[config.mk]
export PLATFORM = sky130hd
export DESIGN_NAME = execute_pipe
export DESIGN_NICKNAME = d
export VERILOG_FILES = /design/src/rtl/execute_pipe.sv
export SDC_FILE = /design/constraint.sdc
export NUM_CORES = 1
export LEC_CHECK = 0
export ABC_AREA = 1
export ABC_CLOCK_PERIOD_IN_PS = 2000
export CAP_MARGIN = 15
export CORE_ASPECT_RATIO = 1.25
export CORE_MARGIN = 2
export CORE_UTILIZATION = 55
export DETAILED_ROUTE_END_ITERATION = 6
export GPL_ROUTABILITY_DRIVEN = 1
export PLACE_DENSITY = 0.81
export SLEW_MARGIN = 20
export SYNTH_ARGS = -nofsm -noshare
export SYNTH_HDL_FRONTEND = slang
export SYNTH_SLANG_ARGS = --single-unit
[constraint.sdc]
create_clock -name clk -period 2 [get_ports clk]
set_input_delay 0.2 -clock clk [delete_from_list [all_inputs] [get_ports clk]]
set_output_delay 0.2 -clock clk [all_outputs]
set_load 0.1 [all_outputs]
[src/rtl/execute_pipe.sv]
// ----------------------------------------------------------------------------
// execute_pipe
//
// Registered execute stage of the WISC pipeline. One decoded instruction is
// taken per cycle over a valid/ready handshake. The stage computes the ALU
// result, memory address or branch target and holds it in the EX/MEM output
// register. It owns the {Z, V, N} flag register and resolves conditional
// branches against the registered flags.
//
// Parameters
//   DW   datapath width (multiple of 8, >= 16)
//   SHW  shift-amount width, taken from imm[SHW-1:0]
//
// Ports
//   clk, rst          clock, asynchronous active-low reset
//   in_valid/in_ready upstream handshake
//   instr             opcode [15:12], condition code [11:9]
//   imm               sign-extended immediate
//   alu_src           1: operand B = imm, 0: operand B = rdata2
//   rdata1, rdata2    register operands A and B
//   pc_inc            PC + 2 of this instruction
//   flush             kill output register contents
//   out_valid/out_ready downstream handshake
//   out_result        ALU result, memory address or pc_inc (PCS)
//   out_instr         instruction carried with the result
//   br_taken, br_dest branch resolution
//   flags             {Z, V, N}
//   halted            HLT has been accepted (sticky until reset)
// ----------------------------------------------------------------------------
module execute_pipe #(
    parameter int DW  = 16,
    parameter int SHW = $clog2(DW)
) (
    input  logic          clk,
    input  logic          rst,
    input  logic          in_valid,
    output logic          in_ready,
    input  logic [15:0]   instr,
    input  logic [DW-1:0] imm,
    input  logic          alu_src,
    input  logic [DW-1:0] rdata1,
    input  logic [DW-1:0] rdata2,
    input  logic [DW-1:0] pc_inc,
    input  logic          flush,
    output logic          out_valid,
    input  logic          out_ready,
    output logic [DW-1:0] out_result,
    output logic [15:0]   out_instr,
    output logic          br_taken,
    output logic [DW-1:0] br_dest,
    output logic [2:0]    flags,
    output logic          halted
);

    localparam logic [3:0] OP_ADD    = 4'b0000;
    localparam logic [3:0] OP_SUB    = 4'b0001;
    localparam logic [3:0] OP_RED    = 4'b0010;
    localparam logic [3:0] OP_XOR    = 4'b0011;
    localparam logic [3:0] OP_SLL    = 4'b0100;
    localparam logic [3:0] OP_SRA    = 4'b0101;
    localparam logic [3:0] OP_ROR    = 4'b0110;
    localparam logic [3:0] OP_PADDSB = 4'b0111;
    localparam logic [3:0] OP_LW     = 4'b1000;
    localparam logic [3:0] OP_SW     = 4'b1001;
    localparam logic [3:0] OP_LHB    = 4'b1010;
    localparam logic [3:0] OP_LLB    = 4'b1011;
    localparam logic [3:0] OP_B      = 4'b1100;
    localparam logic [3:0] OP_BR     = 4'b1101;
    localparam logic [3:0] OP_PCS    = 4'b1110;
    localparam logic [3:0] OP_HLT    = 4'b1111;

    localparam logic signed [DW-1:0] SAT_MAX = {1'b0, {(DW-1){1'b1}}};
    localparam logic signed [DW-1:0] SAT_MIN = {1'b1, {(DW-1){1'b0}}};

    // Saturating add/subtract; returns {overflow, result}.
    function automatic logic [DW:0] sat_addsub(input logic signed [DW-1:0] a,
                                               input logic signed [DW-1:0] b,
                                               input logic sub);
        logic signed [DW:0] s;
        logic [DW:0]        r;
        if (sub) s = {a[DW-1], a} - {b[DW-1], b};
        else     s = {a[DW-1], a} + {b[DW-1], b};
        // Overflow when the extra sign bit disagrees with the result MSB.
        if (s[DW] != s[DW-1]) r = {1'b1, (s[DW] ? SAT_MIN : SAT_MAX)};
        else                  r = {1'b0, s[DW-1:0]};
        return r;
    endfunction

    // Sum of all bytes of a and b as signed 8-bit values. The accumulator
    // cannot overflow for DW >= 16, so the DW-wide sum is already the
    // sign-extended result.
    function automatic logic [DW-1:0] red_sum(input logic [DW-1:0] a,
                                              input logic [DW-1:0] b);
        logic signed [DW-1:0] acc;
        acc = '0;
        for (int i = 0; i < DW/8; i++) begin
            acc = acc + {{(DW-8){a[8*i+7]}}, a[8*i +: 8]};
            acc = acc + {{(DW-8){b[8*i+7]}}, b[8*i +: 8]};
        end
        return acc;
    endfunction

    // Independent 4-bit signed saturating lanes.
    function automatic logic [DW-1:0] paddsb(input logic [DW-1:0] a,
                                             input logic [DW-1:0] b);
        logic [DW-1:0]     r;
        logic signed [4:0] s;
        r = '0;
        for (int i = 0; i < DW/4; i++) begin
            s = {a[4*i+3], a[4*i +: 4]} + {b[4*i+3], b[4*i +: 4]};
            if (s[4] != s[3]) r[4*i +: 4] = s[4] ? 4'b1000 : 4'b0111;
            else              r[4*i +: 4] = s[3:0];
        end
        return r;
    endfunction

    // Branch condition evaluation against {Z, V, N}.
    function automatic logic cond_met(input logic [2:0] ccc,
                                      input logic z, input logic v,
                                      input logic n);
        logic c;
        case (ccc)
            3'b000:  c = ~z;
            3'b001:  c = z;
            3'b010:  c = ~z & ~n;
            3'b011:  c = n;
            3'b100:  c = z | ~(z | n);
            3'b101:  c = n | z;
            3'b110:  c = v;
            default: c = 1'b1;
        endcase
        return c;
    endfunction

    logic                 out_valid_q, out_valid_d;
    logic [DW-1:0]        out_result_q, out_result_d;
    logic [15:0]          out_instr_q, out_instr_d;
    logic                 br_taken_q, br_taken_d;
    logic [DW-1:0]        br_dest_q, br_dest_d;
    logic [2:0]           flags_q, flags_d;
    logic                 halted_q, halted_d;

    logic [3:0]           opcode;
    logic [2:0]           ccc;
    logic signed [DW-1:0] op_a;
    logic signed [DW-1:0] op_b;
    logic [SHW-1:0]       shamt;
    logic [2*DW-1:0]      ror_wide;
    logic [DW:0]          addsub;
    logic [DW-1:0]        ex_result;
    logic [2:0]           ex_flags;
    logic                 ex_br_taken;
    logic [DW-1:0]        ex_br_dest;
    logic                 accept;

    assign opcode   = instr[15:12];
    assign ccc      = instr[11:9];
    assign op_a     = rdata1;
    assign op_b     = alu_src ? imm : rdata2;
    assign shamt    = imm[SHW-1:0];
    assign ror_wide = {rdata1, rdata1} >> shamt;
    assign addsub   = sat_addsub(op_a, op_b, opcode == OP_SUB);

    assign in_ready = ~halted_q & (~out_valid_q | out_ready);
    // A flush in the same cycle drops the presented instruction entirely.
    assign accept   = in_valid & in_ready & ~flush;

    // Execute: combinational result, flags and branch resolution.
    always_comb begin
        ex_result   = '0;
        ex_flags    = flags_q;
        ex_br_taken = 1'b0;
        ex_br_dest  = '0;
        case (opcode)
            OP_ADD, OP_SUB: begin
                ex_result = addsub[DW-1:0];
                ex_flags  = {(addsub[DW-1:0] == '0), addsub[DW], addsub[DW-1]};
            end
            OP_RED:    ex_result = red_sum(rdata1, op_b);
            OP_XOR:    ex_result = rdata1 ^ op_b;
            OP_SLL:    ex_result = rdata1 << shamt;
            OP_SRA:    ex_result = op_a >>> shamt;
            OP_ROR:    ex_result = ror_wide[DW-1:0];
            OP_PADDSB: ex_result = paddsb(rdata1, op_b);
            OP_LW, OP_SW: ex_result = rdata1 + (imm << 1);
            OP_LHB:    ex_result = {imm[DW/2-1:0], rdata1[DW/2-1:0]};
            OP_LLB:    ex_result = {rdata1[DW-1:DW/2], imm[DW/2-1:0]};
            OP_B: begin
                ex_br_dest  = pc_inc + (imm << 1);
                ex_br_taken = cond_met(ccc, flags_q[2], flags_q[1], flags_q[0]);
            end
            OP_BR: begin
                ex_br_dest  = rdata1;
                ex_br_taken = cond_met(ccc, flags_q[2], flags_q[1], flags_q[0]);
            end
            OP_PCS:    ex_result = pc_inc;
            default:   ex_result = '0;
        endcase
        // Logic/shift/vector ops touch Z only; V and N hold.
        if (opcode inside {OP_RED, OP_XOR, OP_SLL, OP_SRA, OP_ROR, OP_PADDSB})
            ex_flags[2] = (ex_result == '0);
    end

    // Output register, flag register and halt next-state.
    always_comb begin
        out_valid_d  = out_valid_q;
        out_result_d = out_result_q;
        out_instr_d  = out_instr_q;
        br_taken_d   = br_taken_q;
        br_dest_d    = br_dest_q;
        flags_d      = flags_q;
        halted_d     = halted_q;
        if (flush) begin
            out_valid_d = 1'b0;
        end else if (accept) begin
            out_valid_d  = 1'b1;
            out_result_d = ex_result;
            out_instr_d  = instr;
            br_taken_d   = ex_br_taken;
            br_dest_d    = ex_br_dest;
            flags_d      = ex_flags;
            if (opcode == OP_HLT) halted_d = 1'b1;
        end else if (out_ready) begin
            out_valid_d = 1'b0;
        end
    end

    always_ff @(posedge clk or negedge rst) begin
        if (!rst) begin
            out_valid_q  <= 1'b0;
            out_result_q <= '0;
            out_instr_q  <= '0;
            br_taken_q   <= 1'b0;
            br_dest_q    <= '0;
            flags_q      <= 3'b000;
            halted_q     <= 1'b0;
        end else begin
            out_valid_q  <= out_valid_d;
            out_result_q <= out_result_d;
            out_instr_q  <= out_instr_d;
            br_taken_q   <= br_taken_d;
            br_dest_q    <= br_dest_d;
            flags_q      <= flags_d;
            halted_q     <= halted_d;
        end
    end

    assign out_valid  = out_valid_q;
    assign out_result = out_result_q;
    assign out_instr  = out_instr_q;
    assign br_taken   = br_taken_q;
    assign br_dest    = br_dest_q;
    assign flags      = flags_q;
    assign halted     = halted_q;

endmodule

==> key figures, run 1 <==
Outcome
  – Status: aborted with a tool error
  – Stage reached: global routing (5_1_grt)
  – Tool error: [ERROR GRT-0116] Global routing finished with congestion. Check the congestion regions in the DRC Viewer.

CTS
  – CTS buffer count: 5
  – Clock sinks: 54
  – CTS H-tree lvls: 2
  – Maximum clock path buffer count: 2
  – Clock root cell: clkbuf_16

Synthesis
  – Synthesis Warnings: 0
  – EDFF count, synth: 0
  – Share of the synthesized area in the top cell type: 0.194
  – Top cells by area, synth: nand2_1 19%, dfrtp_1 15%, ha_1 10%, inv_1 7.5%, o21ai_0 7.3%
  – Sequential area share after synthesis: 0.148
  – Post-synth ARST share: 1.00
  – Post-Syn Area: just over 9000 µm²
  – Top FF cell, synth: dfrtp_1
  – Post-Syn Instances: between 1500 and 2000
  – Post-Syn Area per Cell: roughly 5.9 µm²
  – Synth area leader: nand2_1
  – Netlist cell types: 49
  – Synth Register Bits: 54
  – Mapped Nets: 1721

Floorplan
  – Cell row count: 52
  – Die height: ~150 µm
  – Die Width: between 100 and 150 µm
  – Initial cell density of the core: 0.563
  – I/O pin cnt: about 140

Global routing
  – Vias in the first global route: 15800
  – GRT overflow: ~140
  – First-pass GRT wire length: between 90000 and 100000 µm
  – Pin count of the biggest net entering global routing: 51
  – All-Layer GR Usage: 0.680

Placed design
  – I/O Buffers: 140
  – Place WS: -2330 ps
  – GP Congestion: around 1.3
  – Post-DP HPWL: between 30000 and 40000 µm
[per-stage QoR]
stage	cells	TNS (ps)	area, µm²
floorplan	1536	-26080	9460
CTS	2251	-25140	14200
detailed placement	2205	-49230	13400
global placement	2205	-43620	13400
[synth_stat cells, drive strengths merged, types with 3 or more instances]
master,instances
nor3,19
nor3b,3
a211oi,4
o22ai,11
o211ai,5
fa,24
o21a,9
and2,3
clkbuf,25
buf,19
nand3,91
a31oi,17
nand4,21
o21bai,6
mux2i,4
dfrtp,54
ha,75
o31ai,4
a221oi,3
o21ai,133
a21o,3
xnor2,6
a21oi,118
inv,183
nand2,485
or2,13
nor2,152
xor2,30
[cells by family after synthesis]
logic type / after synthesis / synth area share
AO/OA/AOI/OAI: 323 / 0.195
multiplexers: 4 / 0.00439
XOR/XNOR: 36 / 0.0346
AND/OR/NAND/NOR: 791 / 0.361
flip-flops: 54 / 0.148
adder cells (fa/ha/maj): 99 / 0.156
buffers and inverters: 229 / 0.101
[repair_timing]
| item | 4_1_cts |
|---|---|
| hold buffers | 1 |
| endpoints found under the setup margin | 31 |
| gates resized for setup | 153 |
| hold endpoints to repair | 22 |
| pin swaps | 46 |
| cloned | 4 |
| buffers inserted | 33 |
[layer usage]
metal,global-route usage,overflow
met2,0.906,74
met1,0.690,2
met5,0.0966,2
met3,0.437,1
met4,0.683,56
==> run 2: changes to the inputs <==
- CORE_ASPECT_RATIO: 1.25 -> unset
- CORE_UTILIZATION: 55 -> 40
- PLACE_DENSITY: 0.81 -> unset
- PLACE_DENSITY_LB_ADDON: unset -> 0.15
==> key figures, run 2 <==
Outcome
  – Status: finished, violations left
  – Failing checks: setup timing

Detailed routing
  – Via count: around 13000
  – DR vias/cell: roughly 5.5
  – Iter 0 DRT Violations: about 1400
  – DR pass1 iterations: 5
  – DR WL/cell: around 20 µm
  – Final ANT Viol Nets: 0
  – DRC errors left: 0
  – Post-Route WL: 49500 µm

Timing
  – Setup TNS: -30010 ps
  – Worst setup margin: -1780 ps
  – FMAX: around 260 MHz
  – Final min period: ~3800 ps
  – Rel. slew slack: 0.516
  – Slew at the pin closest to its max-slew limit: a little over 700 ps
  – Max Slew Vio Count: 0
  – RSZ-0062 raised after global routing: yes
  – Final worst path period share: 1.89
  – Final setup vio count: 24
  – Final Hold Fails: 0
  – Setup Skew: 3.99 ps

Placed design
  – I/O Buffers: 140 (unchanged)
  – Post-DP HPWL: 38900 µm (+9.4%)
  – Place WS: -2550 ps (-220 ps)
  – GP Congestion: 1.12 (-15%)

Global routing
  – First-pass GRT wire length: roughly 70000 µm
  – All-Layer GR Usage: 0.395
  – Initial antenna violation count: 0
  – Vias in the first global route: ~12000
  – Pin count of the biggest net entering global routing: 42
  – GRT overflow: 0

CTS
  – Maximum clock path buffer count: 2 (unchanged)
  – TritonCTS clock tree: yes
  – Clk pin slew, worst setup/hold paths: roughly 70 ps
  – Clock root cell: clkbuf_16
  – Worst-Skew Late Latency: ~290 ps
  – CTS buffer count: 5 (unchanged)
  – CTS H-tree lvls: 2 (unchanged)
  – Clock sinks: 54 (unchanged)

Power and ir drop
  – Leakage power total: 8.11 nW
  – VDD IR max: 0.618 mV
  – P per Cell Area: around 740 nW/µm²
  – Final total power: 11.5 mW

Synthesis
  – Sequential area share after synthesis: 0.148 (unchanged)
  – Synth top cells by count: 472 x nand2_1, 182 x inv_1, 149 x nor2_1
  – Post-Syn Area per Cell: 5.94 µm² (unchanged)
  – Top cells by area, synth: nand2_1 19%, dfrtp_1 15%, ha_1 10%, inv_1 7.5%, o21ai_0 7.3%
  – Post-synth ARST share: 1.00 (unchanged)
  – Most numerous cell in the Yosys netlist: nand2_1
  – Synth Register Bits: 54 (unchanged)
  – Netlist cell types: 49 (unchanged)
  – Top FF cell, synth: dfrtp_1
  – EDFF count, synth: 0 (unchanged)
  – Post-Syn Area: 9120 µm² (unchanged)
  – Mapped Nets: 1721 (unchanged)
  – Synth area leader: nand2_1
  – Synthesis Warnings: 0 (unchanged)
  – Share of the synthesized area in the top cell type: 0.194 (unchanged)
  – Post-Syn Instances: 1536 (unchanged)

Critical path
  – Critical path required time: 2230 ps
  – R2R Path Start: out_valid
  – Crit path DAT: approximately 4000 ps
  – CP max FO: 4
  – Endpoint class of the critical path: flop
  – R2R Setup Slk: 240 ps
  – WS Path Type: in2reg
  – Startpoint types: primary input
  – Crit path from: imm[8]

Job
  – Max-Cap Viols: 0

Floorplan
  – Cell row count: 55 (+5.8%)
  – Die height: 155 µm (+4.7%)
  – Core area: approximately 23000 µm²
  – Die Width: 155 µm (+30%)
  – Die area: about 24000 µm²
  – I/O pin cnt: 141 (unchanged)
  – Initial cell density of the core: 0.405 (-0.158)

Finish
  – Layout cells sized above 1: 0.350
  – Most common cell after layout, fill and taps aside: buf_4
  – # diodes: 0
  – Synth-to-layout area growth: 70.1%
  – Layout Nets: approximately 2300
  – Most frequent cells in the layout: 495 x buf_4, 429 x nand2_1, 168 x inv_1
  – Final core occ: 0.689

Worst hold path
  – Hold Crit Class: in2async
-- run 2: repair_timing --
action | 4_1_cts | 5_1_grt
endpoints found under the hold margin | 22 | 0
hold buffers | 1 | 0
buffers inserted | 42 | 28
pin swaps | 57 | 61
endpoints found under the setup margin | 31 | 28
gates resized for setup | 143 | 96
cloned | 6 | 0
-- run 2: report_power, final --
| part | switching (mW) | leakage (nW) | internal (mW) |
|---|---|---|---|
| logic | 5.64 | 7.38 | 3.25 |
| registers | 0.220 | 0.640 | 1.40 |
| clock network | 0.408 | 0.0875 | 0.630 |
-- run 2: stage by stage --
step | area [µm²] | hold slack, ps | std cells
finish | 15500 | 436 | 2409
global route | 15500 | 434 | 2409
CTS | 15000 | 425 | 2387
detailed placement | 14000 | 209 | 2332
global placement | 14000 | 205 | 2332
floorplan | 9460 | -95.6 | 1536
-- run 2: layout make-up --
type	instances	area (µm²)
fillers	1921	6990
clock buffers	6	139
well taps	285	357
multi-input cells	1255	7640
clock inverters	2	38.8
inverters	185	704
flip-flops and latches	54	1360
repair buffers	622	5270
-- run 2: worst paths after layout --
path                                end  cells past startpoint
max                            flags[2]                     27
min                          br_dest[5]                      2
max reg2reg                    flags[1]                      7
min reg2reg                out_instr[6]                      2
max in group asynchronous        halted                      3
min in group clk           out_instr[4]                      3
-- run 2: worst max-delay path, cell delays in order --
cell and delay [ps]:
clkdlybuf4s50_1 440, inv_2 140, nand2_1 100, nand2_1 90, inv_1 140, nor3_4 230, nand2_2 120, o41ai_4 310
xor2_1 210, ha_1 300, nand2_2 110, nor2_2 50, nor3b_2 150, nand2_1 110, nand3_4 140, inv_6 110
nand3_4 90, nand3_4 130, buf_6 120, nand2_1 50, nand2_1 70, nand2_1 70, nor2_2 110, nand3_1 90
nor2_1 140, nand2_1 80, a21oi_2 110
-- run 2: cells by family (layout without fill, tap and decap cells) --
group           count (synthesis)  after routing  share of synthesized area
flops                          54             54                      0.148
xor+xnor                       36             36                     0.0346
simple gates                  791            793                      0.361
buf+inv                       229            815                      0.101
compound gates                323            323                      0.195
fa+ha+maj                      99             99                      0.156
mux                             4              4                    0.00439
-- run 2: layer usage --
metal / vias to the layer above / track usage / wire length (µm)
met4: 0 / 0.172 / 2650
met5: - / 0 / 0
met3: 143 / 0.0816 / 5660
li1: 6234 / - / -
met1: 6110 / 0.542 / 20300
met2: 751 / 0.602 / 21000
Note: power is estimated with default switching activity, not from simulation.
==> run 3: changes to the inputs <==
- PLACE_DENSITY_LB_ADDON: 0.15 -> unset
==> key figures, run 3 (synthesis results as in run 2) <==
Outcome
  – Status: finished, violations left
  – Failing checks: setup timing

Critical path
  – Critical path buffer and inverter count: 9 (+4)
  – Slowest CP cell: fa_1
  – Crit path from: alu_src
  – Startpoint types: primary input
  – Crit path DAT: 3910 ps (-90 ps)
  – Endpoint class of the critical path: flop
  – R2R Path Start: out_valid
  – CP Depth: 25 (-7.4%)
  – Max stage delay on crit path: 390 ps (-50 ps)
  – CP delay by family, top: adder cells
  – Setup crit end: flags[2]
  – Reg-to-reg critical path endpoint: flags[1]
  – R2R Setup Slk: 120 ps (-120 ps)
  – Critical path required time: 2230 ps (about the same)
  – CP max FO: 5 (+1)
  – WS Path Type: in2reg
  – R2R cell count: 8 (+1)

Power and ir drop
  – Combinational fraction of design power: 0.776 (+0.006)
  – Sw Ratio: 0.553 (+0.0105)
  – Sw power: 6.23 mW (-0.48%)
  – Final total power: 11.3 mW (-2.4%)
  – Clock power frac: 0.081 (-0.009)
  – Int Power: 5.03 mW (-4.6%)
  – P per Cell Area: 730 nW/µm² (-1.9%)
  – Power share of the sequential group: 0.143 (+0.003)
  – Leakage power total: 8.04 nW (-0.85%)
  – VDD IR max: 0.701 mV (+13%)

Placed design
  – I/O Buffers: 140 (unchanged)
  – Post-DP HPWL: 38500 µm (-1.2%)
  – GP Congestion: 1.16 (+3.0%)
  – Place WS: -2540 ps (+8.95 ps)

Timing
  – Final worst path period share: 1.84 (-0.0477)
  – RSZ-0062 raised after global routing: yes
  – Final Hold Fails: 0 (unchanged)
  – Max Slew Vio Count: 0 (unchanged)
  – Setup Skew: 4.28 ps (+0.285 ps)
  – Setup TNS: -26830 ps (+3180 ps)
  – Final min period: 3680 ps (-95.5 ps)
  – FMAX: 272 MHz (+2.6%)
  – Final setup vio count: 22 (-8.3%)
  – Worst setup margin: -1680 ps (+95.5 ps)
  – Rel. slew slack: 0.605 (+0.0891)
  – Slew at the pin closest to its max-slew limit: 586 ps (-137 ps)

Global routing
  – Pin count of the biggest net entering global routing: 39 (-7.1%)
  – Initial antenna violation count: 0 (unchanged)
  – All-Layer GR Usage: 0.389 (-0.00596)
  – GRT overflow: 0 (unchanged)
  – First-pass GRT wire length: 70600 µm (-1.7%)
  – Vias in the first global route: 12300 (+0.46%)

CTS
  – Clock sinks: 54 (unchanged)
  – Maximum clock path buffer count: 2 (unchanged)
  – Clk pin slew, worst setup/hold paths: 70 ps (about the same)
  – CTS buffer count: 5 (unchanged)
  – CTS H-tree lvls: 2 (unchanged)
  – TritonCTS clock tree: yes
  – Clock root cell: clkbuf_16
  – Worst-Skew Late Latency: 290 ps (about the same)

Finish
  – Synth-to-layout area growth: 69.2%
  – Layout Nets: 2300 (-0.35%)
  – Most common cell after layout, fill and taps aside: buf_4
  – Fill cell count: 2053 (+6.9%)
  – Layout cells sized above 1: 0.355 (+0.00510)
  – # diodes: 0 (unchanged)
  – Most frequent cells in the layout: 496 x buf_4, 429 x nand2_1, 163 x inv_1

Detailed routing
  – DR WL/cell: 20.2 µm (-1.8%)
  – Iter 0 DRT Violations: 1373 (-0.44%)
  – Final ANT Viol Nets: 0 (unchanged)
  – Post-Route WL: 48500 µm (-2.1%)
  – Met2 Routed Length: 20800 µm (-0.87%)
  – DR pass1 iterations: 6 (+1)
  – Via count: 13200 (-0.22%)
  – DR vias/cell: 5.50 (+0.11%)
  – Top sig layer: met4
  – Met3 WL post-DR: 5460 µm (-3.6%)
  – DRC errors left: 0 (unchanged)
  – Wl on met1: 19600 µm (-3.3%)

Floorplan
  – Die Width: 155 µm (unchanged)
  – I/O pin cnt: 141 (unchanged)
  – Die height: 155 µm (unchanged)
  – Core area: 22500 µm² (unchanged)
  – Initial cell density of the core: 0.405 (unchanged)
  – Cell row count: 55 (unchanged)
  – Die area: 24000 µm² (unchanged)

Worst hold path
  – Hold Crit Class: in2async

Job
  – Max-Cap Viols: 0 (unchanged)
run 3: timing repair:
item | CTS | global route
resized for setup | 178 | 67
hold buffers | 1 | 0
hold endpoints to repair | 22 | 0
pin swaps | 69 | 46
cloned | 8 | 0
setup endpoints to repair | 31 | 27
setup buffers | 35 | 18
run 3: power by group through the flow:
stage	clock network, mW	logic [mW]	registers (mW)
3_5_place_dp	0	7.84	1.62
6_report	0.916	8.74	1.61
5_1_grt	0.966	9.23	1.64
3_3_place_gp	0	7.75	1.62
2_1_floorplan	0	2.68	3.83
4_1_cts	0.922	8.35	1.60
run 3: final cells by class:
| cell class | count | area, µm² | share of cell area |
|---|---|---|---|
| Clock buffer | 6 | 139 | 0.00900 |
| Clock inverter | 2 | 17.5 | 0.00114 |
| Inverter | 185 | 714 | 0.0463 |
| Multi-Input combinational cell | 1256 | 7700 | 0.499 |
| Sequential cell | 54 | 1360 | 0.0879 |
| Tap cell | 285 | 357 | 0.0231 |
| Timing Repair Buffer | 613 | 5150 | 0.334 |
run 3: stage by stage:
stage / hold WS (ps) / instances / cell area, µm² / util
5_1_grt: 431 / 2401 / 15400 / 0.686
6_report: 414 / 2401 / 15400 / 0.686
3_3_place_gp: 208 / 2338 / 14000 / 0.623
4_1_cts: 430 / 2385 / 15000 / 0.668
3_5_place_dp: 207 / 2338 / 14000 / 0.623
2_1_floorplan: -95.6 / 1536 / 9460 / -
run 3: per-layer routing:
| metal | vias up | track usage |
|---|---|---|
| met4 | 0 | 0.181 |
| met2 | 750 | 0.607 |
| li1 | 6231 | - |
| met5 | - | 0 |
| met3 | 149 | 0.0905 |
| met1 | 6079 | 0.511 |
run 3: worst min-delay path by stage:
stage,slack [ps],end,start
after floorplan,-100,br_dest[0],rst
final,410,out_instr[3],rst
after global routing,430,out_instr[6],instr[6]
after CTS,430,out_instr[3],rst
after detailed placement,210,out_instr[3],rst
after global placement,210,out_instr[3],rst
==> run 4: changes to the inputs <==
- ABC_CLOCK_PERIOD_IN_PS: 2000 -> 4600
- clock period: 2 -> 4.6 ns (I/O delays scaled with it)
==> key figures, run 4 (synthesis results as in run 2) <==
Global routing
  – Initial antenna violation count: 2 (+2)
  – Vias in the first global route: 10500 (-15%)
  – All-Layer GR Usage: 0.351 (-0.0383)
  – GRT overflow: 0 (unchanged)
  – First-pass GRT wire length: 63100 µm (-11%)
  – Pin count of the biggest net entering global routing: 60 (+54%)

Timing
  – Final worst path period share: 0.952
  – Final setup vio count: 0 (-100%)
  – Final worst hold slack: 285 ps (-129 ps)
  – Max Slew Vio Count: 0 (unchanged)
  – Setup TNS: 0 ps (+26830 ps)
  – Final min period: between 4000 and 5000 ps
  – FMAX: roughly 230 MHz
  – Slew at the pin closest to its max-slew limit: 1020 ps (+433 ps)
  – Final Hold Fails: 0 (unchanged)
  – Setup Skew: 3.72 ps (-0.559 ps)
  – Rel. slew slack: 0.318 (-0.287)

Finish
  – Layout Nets: 1983 (-14%)
  – Most frequent cells in the layout: 471 x nand2_1, 180 x inv_1, 157 x buf_4
  – Footprint of the multi-input gates: 6940 µm² (-9.9%)
  – Seq. cell area: 1350 µm² (-0.37%)
  – Synth-to-layout area growth: 32.8%
  – Fill cell count: 2326 (+13%)
  – Fin cells: 2085 (-13%)
  – Layout cells sized above 1: 0.125 (-0.230)
  – Most common cell after layout, fill and taps aside: nand2_1

Floorplan
  – I/O pin cnt: 141 (unchanged)
  – Core area: 22500 µm² (unchanged)
  – Initial cell density of the core: 0.405 (unchanged)
  – Die area: 24000 µm² (unchanged)
  – Cell row count: 55 (unchanged)
  – Die Width: 155 µm (unchanged)
  – Die height: 155 µm (unchanged)

Outcome
  – Status: finished, violations left
  – Failing checks: DRC

Placed design
  – Placed Instances: 2071 (-11%)
  – Post-DP HPWL: 35700 µm (-7.2%)
  – I/O Buffers: 140 (unchanged)
  – GP Congestion: 1.06 (-8.4%)

CTS
  – Clk pin slew, worst setup/hold paths: 70 ps (about the same)
  – CTS H-tree lvls: 2 (unchanged)
  – CTS buffer count: 5 (unchanged)
  – Maximum clock path buffer count: 2 (unchanged)
  – Clock root cell: clkbuf_16
  – Worst-Skew Late Latency: 290 ps (about the same)
  – TritonCTS clock tree: yes
  – Clock sinks: 54 (unchanged)

Critical path
  – Max stage delay on crit path: 500 ps (+110 ps)
  – Crit path DAT: 4550 ps (+640 ps)
  – Startpoint types: primary input
  – WS Path Type: in2reg
  – Critical path required time: 4770 ps (+2540 ps)
  – Slowest CP cell: clkdlybuf4s50_1
  – R2R Setup Slk: 2770 ps (+2650 ps)
  – CP max FO: 19 (+14)
  – Endpoint class of the critical path: flop
  – Worst path most repeated cell: nand2_1

Worst hold path
  – Hold Crit Class: in2async

Detailed routing
  – Iter 0 DRT Violations: 1042 (-24%)
  – Post-Route WL: 43100 µm (-11%)
  – DR vias/cell: 5.52 (+0.40%)
  – DRC errors left: 9 (+9)
  – DR pass1 iterations: 7 (+1)
  – Via count: 11500 (-13%)
  – Final ANT Viol Nets: 0 (unchanged)
  – DR WL/cell: 20.7 µm (+2.3%)

Power and ir drop
  – Int Power: 1.84 mW (-63%)
  – Combinational fraction of design power: 0.744 (-0.032)
  – Sw power: 2.43 mW (-61%)
  – Sw Ratio: 0.569 (+0.0154)
  – VDD IR max: 0.228 mV (-67%)
  – Leakage power total: 6.18 nW (-23%)
  – Power share of the sequential group: 0.162 (+0.019)
  – P per Cell Area: 353 nW/µm² (-52%)
  – Clock power frac: 0.094 (+0.013)

Job
  – Max-Cap Viols: 0 (unchanged)
## run 4: timing repair
action | CTS | global route
hold buffers | 0 | 0
endpoints found under the setup margin | 0 | 13
buffers inserted | 0 | 4
resized for setup | 0 | 25
## run 4: cell type report
| class | instances | area share |
|---|---|---|
| diodes | 1 | 0.000207 |
| clock buffers | 7 | 0.0126 |
| clock inverters | 1 | 0.000723 |
| inverters | 185 | 0.0578 |
| multi-input cells | 1254 | 0.573 |
| flip-flops and latches | 54 | 0.112 |
| well taps | 285 | 0.0295 |
| repair buffers | 298 | 0.215 |
## run 4: power groups by stage
stage          Sequential (mW)  Clock [mW]  Combinational (mW)
3_3_place_gp             0.699           0                3.09
5_1_grt                  0.710       0.428                3.40
6_report                 0.693       0.401                3.17
2_1_floorplan             1.66           0                1.10
4_1_cts                  0.694       0.407                3.11
3_5_place_dp             0.703           0                3.10
## run 4: final timing paths
kind,start,endpoint,cells after the start
setup / recovery,alu_src,flags[2],26
min in group clk,out_instr[3],out_instr[3],2
hold / removal,rst,out_instr[6],2
setup reg to reg,halted,br_dest[8],6
hold reg to reg,out_instr[3],out_instr[3],2
max in group asynchronous,rst,br_dest[12],2
## run 4: critical path: cells and delay by family
kind | cells | cell delay (ps)
AOI/OAI and AO/OA | 5 | 750
adders and majority gates | 1 | 330
xor gates and xnor gates | 1 | 140
and+or+nand+nor | 15 | 1930
buffers and inverters | 4 | 970
## run 4: per-layer routing
metal | track usage | share of wire | vias up
li1 | - | - | 5575
met3 | 0.0772 | 0.091 | 95
met1 | 0.460 | 0.42 | 5300
met2 | 0.565 | 0.44 | 544
met4 | 0.134 | 0.045 | 2
met5 | 0 | 0.00030 | -
## run 4: per-stage QoR
step,utilization,power [mW],area [µm²],setup slack [ps]
3_5_place_dp,0.526,3.80,11800,-124
4_1_cts,0.533,4.21,12000,153
3_3_place_gp,0.526,3.79,11800,-30.2
6_report,0.538,4.27,12100,221
2_1_floorplan,-,2.77,9120,432
5_1_grt,0.538,4.54,12100,-144
